===== config.mk =====
export PLATFORM = sky130hd
export DESIGN_NAME = matmul_uart_ctrl
export DESIGN_NICKNAME = d
export VERILOG_FILES = /design/src/rtl/matmul_pkg.sv /design/src/rtl/rx_gap_timer.sv /design/src/rtl/matmul_uart_ctrl.sv
export SDC_FILE = /design/constraint.sdc
export NUM_CORES = 1
export LEC_CHECK = 0
export BUFFER_PORTS_ARGS = -buffer_cell sky130_fd_sc_hd__buf_2
export CAP_MARGIN = 20
export CORE_ASPECT_RATIO = 0.75
export CORE_UTILIZATION = 30
export DETAILED_ROUTE_END_ITERATION = 8
export PLACE_DENSITY = 0.59
export REMOVE_ABC_BUFFERS = 1
export SYNTH_ARGS = -nofsm -noshare
export SYNTH_HDL_FRONTEND = slang
export SYNTH_HIERARCHICAL = 1
export SYNTH_SLANG_ARGS = --single-unit

===== constraint.sdc =====
create_clock -name clk -period 4.8 [get_ports clk]
set_clock_uncertainty 0.15 [all_clocks]
set_input_delay 0.48 -clock clk [delete_from_list [all_inputs] [get_ports clk]]
set_output_delay 0.48 -clock clk [all_outputs]
set_load 0.01 [all_outputs]

===== src/rtl/matmul_pkg.sv =====
// ----------------------------------------------------------------------------
// matmul_pkg
// Shared definitions for the matrix-multiply UART command sequencer:
//   SYNC_BYTE - command sync byte that starts an operand load
//   state_t   - sequencer states
//   clog2     - ceil(log2(value)), never less than 1, for sizing counters that
//               must stay at least one bit wide
// ----------------------------------------------------------------------------
package matmul_pkg;

    localparam logic [7:0] SYNC_BYTE = 8'hA5;

    typedef enum logic [2:0] {
        IDLE,
        LOAD_A,
        LOAD_B,
        COMPUTE,
        FETCH,
        SEND,
        TX_WAIT
    } state_t;

    function automatic int clog2(input int value);
        int w;
        w = 0;
        while ((1 << w) < value) w++;
        return (w < 1) ? 1 : w;
    endfunction

endpackage


===== src/rtl/rx_gap_timer.sv =====
// ----------------------------------------------------------------------------
// rx_gap_timer
// Counts idle cycles between received bytes. The count returns to zero
// whenever clr is high and otherwise climbs by one per cycle, saturating at
// TIMEOUT so a long silence cannot wrap back to a harmless value.
//   clk    in  system clock
//   rst    in  asynchronous active-high reset
//   clr    in  zero the count this cycle
//   expire out count has reached TIMEOUT
// ----------------------------------------------------------------------------
module rx_gap_timer
    import matmul_pkg::*;
#(
    parameter int TIMEOUT = 1000000
) (
    input  logic clk,
    input  logic rst,
    input  logic clr,
    output logic expire
);

    localparam int CW = clog2(TIMEOUT + 1);

    logic [CW-1:0] cnt;

    // NOTE: registers are written only with non-blocking assignments so every
    // always_ff reads the pre-edge value of its neighbours, with no race.
    always_ff @(posedge clk or posedge rst) begin
        if (rst) begin
            cnt <= '0;
        end else if (clr) begin
            cnt <= '0;
        end else if (cnt != CW'(TIMEOUT)) begin
            cnt <= cnt + CW'(1);
        end
    end

    assign expire = (cnt == CW'(TIMEOUT));

endmodule


===== src/rtl/matmul_uart_ctrl.sv =====
// ----------------------------------------------------------------------------
// matmul_uart_ctrl
// Command sequencer between the UART byte interfaces and the matrix-multiply
// datapath. After a SYNC byte it loads N*N elements of A, then N*N of B, into
// the operand memories, starts the multiplier, and streams every result
// element back out through the transmitter, MSB byte first.
//   clk, rst           clock, asynchronous active-high reset
//   rx_data, rx_valid  received byte and its one-cycle strobe
//   tx_data, tx_start  byte to transmit and its one-cycle launch strobe
//   tx_busy            transmitter busy
//   mem_wdata          operand write data
//   a_we, b_we         operand memory write strobes
//   mem_addr           operand write / result read address, row-major
//   mm_start, mm_done  multiplier start / completion strobes
//   res_data           result memory read data, one cycle after mem_addr
//   busy               high in every state except IDLE
//   err                sticky load-timeout flag, cleared by the next SYNC
// ----------------------------------------------------------------------------
module matmul_uart_ctrl
    import matmul_pkg::*;
#(
    parameter int         N       = 2,
    parameter int         DW      = 8,
    parameter int         RW      = 2 * DW + $clog2(N),
    parameter int         RB      = (RW + 7) / 8,
    parameter int         TIMEOUT = 1000000,
    parameter logic [7:0] SYNC    = SYNC_BYTE,
    localparam int        AW      = clog2(N * N)
) (
    input  logic          clk,
    input  logic          rst,
    input  logic [7:0]    rx_data,
    input  logic          rx_valid,
    output logic [7:0]    tx_data,
    output logic          tx_start,
    input  logic          tx_busy,
    output logic [DW-1:0] mem_wdata,
    output logic          a_we,
    output logic          b_we,
    output logic [AW-1:0] mem_addr,
    output logic          mm_start,
    input  logic          mm_done,
    input  logic [RW-1:0] res_data,
    output logic          busy,
    output logic          err
);

    localparam int            SW   = RB * 8;
    localparam int            BW   = clog2(RB + 1);
    localparam logic [AW-1:0] LAST = AW'(N * N - 1);

    state_t        state;
    logic [AW-1:0] idx;
    logic [SW-1:0] shreg;
    logic [BW-1:0] byte_cnt;
    logic          fetch_ph;   // 0: address presented, 1: res_data valid
    logic          tx_first;   // first TX_WAIT cycle, tx_busy not yet valid
    logic          loading;
    logic          gap_expire;

    assign loading = (state == LOAD_A) || (state == LOAD_B);

    // Operand writes follow the receive strobe in the same cycle, so
    // back-to-back bytes each land without any buffering.
    assign a_we      = (state == LOAD_A) && rx_valid;
    assign b_we      = (state == LOAD_B) && rx_valid;
    assign mem_wdata = loading ? rx_data[DW-1:0] : '0;
    assign mem_addr  = idx;
    assign busy      = (state != IDLE);

    // Held clear outside the load states, so entering LOAD_A starts from zero.
    rx_gap_timer #(
        .TIMEOUT (TIMEOUT)
    ) u_gap_timer (
        .clk    (clk),
        .rst    (rst),
        .clr    (rx_valid || !loading),
        .expire (gap_expire)
    );

    always_ff @(posedge clk or posedge rst) begin
        if (rst) begin
            state    <= IDLE;
            idx      <= '0;
            shreg    <= '0;
            byte_cnt <= '0;
            fetch_ph <= 1'b0;
            tx_first <= 1'b0;
            tx_data  <= '0;
            tx_start <= 1'b0;
            mm_start <= 1'b0;
            err      <= 1'b0;
        end else begin
            tx_start <= 1'b0;
            mm_start <= 1'b0;

            case (state)
                IDLE: begin
                    if (rx_valid && rx_data == SYNC) begin
                        err   <= 1'b0;
                        idx   <= '0;
                        state <= LOAD_A;
                    end
                end

                LOAD_A, LOAD_B: begin
                    // A byte arriving on the expiry cycle is still accepted.
                    if (rx_valid) begin
                        if (idx == LAST) begin
                            idx <= '0;
                            if (state == LOAD_A) begin
                                state <= LOAD_B;
                            end else begin
                                mm_start <= 1'b1;
                                state    <= COMPUTE;
                            end
                        end else begin
                            idx <= idx + AW'(1);
                        end
                    end else if (gap_expire) begin
                        err   <= 1'b1;
                        state <= IDLE;
                    end
                end

                COMPUTE: begin
                    if (mm_done) begin
                        idx      <= '0;
                        fetch_ph <= 1'b0;
                        state    <= FETCH;
                    end
                end

                FETCH: begin
                    if (!fetch_ph) begin
                        fetch_ph <= 1'b1;
                    end else begin
                        shreg    <= SW'(res_data);
                        byte_cnt <= BW'(RB);
                        state    <= SEND;
                    end
                end

                SEND: begin
                    if (!tx_busy) begin
                        tx_data  <= shreg[SW-1 -: 8];
                        tx_start <= 1'b1;
                        shreg    <= shreg << 8;
                        byte_cnt <= byte_cnt - BW'(1);
                        tx_first <= 1'b1;
                        state    <= TX_WAIT;
                    end
                end

                TX_WAIT: begin
                    if (tx_first) begin
                        tx_first <= 1'b0;
                    end else if (!tx_busy) begin
                        if (byte_cnt != '0) begin
                            state <= SEND;
                        end else if (idx != LAST) begin
                            idx      <= idx + AW'(1);
                            fetch_ph <= 1'b0;
                            state    <= FETCH;
                        end else begin
                            state <= IDLE;
                        end
                    end
                end

                default: state <= IDLE;
            endcase
        end
    end

endmodule


==> metrics.cfg <==
[timing]
finalCriticalPeriod_ns = 2.65
fin_crit_sh_pct = 55.2
fmax_mhz = 377
worstMarginPinSlew_ns = 0.944
setup_viol = 0
hold_viol_final = 0
maxSlewViolCount = 0
rsz0062_at_grt = false
setup_tns_ns = 0
slew_headroom_pct = 37.1

[placed_design]
place_congestion = 0.755
dpl.cell_count = 492
numPortBuffers = 53
dpl_cell_area_um2 = 3680
dp_hpwl_mm = 4.76

[clocking]
hold_buffers = 0
ctsResizeCount = 0
cts_buffers = 9
path_clk_slew_ns = 0.06
post_cts.repair.setup_buffers = 0
cts_buffer_depth = 2
worst_skew_pair.late_latency_ns = 0.33
htree_levels = 3
clock-sinks = 64
root_buffer = clkbuf_16
cts_tree = built

[flow_run]
cap_violations = 0

[worst_setup_path]
cp_common_cell = nand2b_1
critical_path_required_ns = 4.92
slowest_stage = dfrtp_1
setup.worst_path.end_class = register
critPathMaxStageDelay_ns = 0.74
crit_type = reg -> reg
worst_setup_path_start_kind = register
worstPathMaxFanout = 25
worstPathArrival_ns = 2.77
path_cells = nand2b_1 -> a21oi_2 -> nand2b_1 -> nand2b_1 -> a21oi_1 -> a31o_2

[status]
status = finished, final reports clean

[global_route]
grt_pass1_wl_mm = 11.5
grt.total_usage_pct = 13.0
antenna_found_initial = 0
grt_pass1_vias = 2319
overflow = 0
grt_max_degree = 45

[logic_synthesis]
synthTopCellsByArea = dfrtp_1 (48%), a22o_1 (3.9%), mux2i_1 (3.6%), mux2_2 (3.0%), nor2_1 (3.0%)
yosysWarnings = 6
synthTopCellsByCount = dfrtp_1 (64), nor2_1 (27), nand2_1 (25), a22o_1 (15)
yosysSeqAreaShare_pct = 47.8
synth_top_area_cell = dfrtp_1
syn_inst = 315
syn_area_um2 = 3350
synth_most_common_cell = dfrtp_1
synth-edff-count = 0
ys_types = 62
avgSynthCellArea_um2 = 10.6
async_flop_share_pct = 100
ys_seq_elements = 64
synth_top_cell_area_share_pct = 47.8
yosys_most_used_dff = dfrtp_1

[layout]
num_antenna_cells = 0
final_nets = 397
drive_gt1_share_pct = 26.9
fillers = 1120
finalNonFillerCells = 508
syn2layout_area_growth_pct = 19.7
fin_area_um2 = 4010

[pwr]
cellPowerDensity_nw_per_um2 = 550
p_seq_share_pct = 37.6
ir_drop_uv = 194
switching_share_pct = 33.6
p_clk_share_pct = 31.3
pwr-share-comb_pct = 31.1
p_sw_mw = 0.740
p_leak_nw = 1.85
power.internal_mw = 1.46

[detailed_routing]
vias = 2495
finalWirelength_mm = 6.86
route.detailed.drc = 0
drtPass1Iterations = 4
dr.first_iter.drc_count = 105
via_per_inst = 4.91
wl_per_cell_um = 13.5
ant_nets = 0

[floorplan]
initial_core_util_pct = 30.7
fp.coreArea_um2 = 10900
die_h_um = 93.5
placementRows = 33
die_w_um = 124
die_area_um2 = 11600
design.portCount = 54

[min_path]
min_path_type = in -> async

## metal layers
metal  up-vias  share of wire (%)  wire length [µm]  track usage [%]
met5         -                  0                 0                0
met4         0                1.6               112             4.86
met3         8                5.4               374             4.94
met2        63                 44              3000             18.1
met1      1200                 49              3380             18.0
li1       1224                  -                 -                -
## final timing paths
check	startpoint	endpoint	slack, ns	cells past startpoint
max	state[1]	u_gap_timer/cnt[14]	2.15	6
min	rst	u_gap_timer/cnt[3]	0.16	2
max reg2reg	state[1]	u_gap_timer/cnt[14]	2.15	6
min reg2reg	shreg[9]	shreg[9]	0.33	2
max in group asynchronous	rst	shreg[4]	3.69	2
min in group clk	res_data[4]	shreg[4]	0.23	2
## critical path: cells and delay by family, from the launching register on
family / cells / cell delay, ns
DFF: 1 / 0.74
AOI/OAI and AO/OA: 3 / 0.61
and+or+nand+nor: 3 / 1.09
## power by group through the flow
stage,clock [mW],sequential (mW),combinational [mW]
after floorplan,0,0.814,0.499
after global placement,0,0.828,0.674
after detailed placement,0,0.836,0.691
after CTS,0.708,0.827,0.696
after global routing,0.732,0.852,0.765
final,0.689,0.829,0.684
## sequential cells by signal (all words and copies together), names as in the netlist
signal	flops
err	1
tx_data	8
u_gap_timer/cnt	20
mem_addr	2
mm_start	1
shreg	24
tx_start	1
fetch_ph	1
tx_first	1
state	3
byte_cnt	2
## cell type report
type / instances / area [µm²] / area share (%)
flip-flops and latches: 64 / 1600 / 40.0
multi-input cells: 222 / 1590 / 39.7
repair buffers: 54 / 273 / 6.81
clock buffers: 9 / 225 / 5.62
well taps: 140 / 175 / 4.37
clock inverters: 7 / 96.3 / 2.40
inverters: 12 / 45.0 / 1.12
## placed cells by master (no fill, tap or decap), types with 4 or more instances in the layout
master / instances
buf_2: 53
o21ai_1: 10
xor2_1: 6
dfrtp_1: 64
nand2_1: 25
clkbuf_16: 9
nor2_1: 27
nand3_1: 9
a22o_1: 15
ha_1: 4
o21ai_0: 8
and2_1: 9
a21oi_1: 11
mux2_2: 9
xnor2_1: 5
mux2i_1: 12
nand2b_1: 9
inv_1: 11
nand4_1: 6
nor4_1: 4
## kinds of logic (layout without fill, tap and decap cells)
group | after synthesis | in the layout | share of synthesized area (%)
adders and majority gates | 4 | 4 | 1.49
muxes | 24 | 24 | 7.85
DFF | 64 | 64 | 47.8
AOI/OAI and AO/OA | 61 | 61 | 13.1
and+or+nand+nor | 122 | 122 | 22.0
xor gates and xnor gates | 11 | 11 | 2.88
buffers and inverters | 29 | 82 | 4.86
## stage by stage
step	power, mW	hold WS (ns)	utilization [%]	worst slack [ns]
after floorplan	1.31	0.294	-	2.12
after global placement	1.50	0.319	33.8	2.26
after detailed placement	1.53	0.326	33.8	2.14
after CTS	2.23	0.193	36.8	2.12
after global routing	2.35	0.225	36.8	1.80
final	2.20	0.162	36.8	2.15
(Power assumes the default switching activity.)
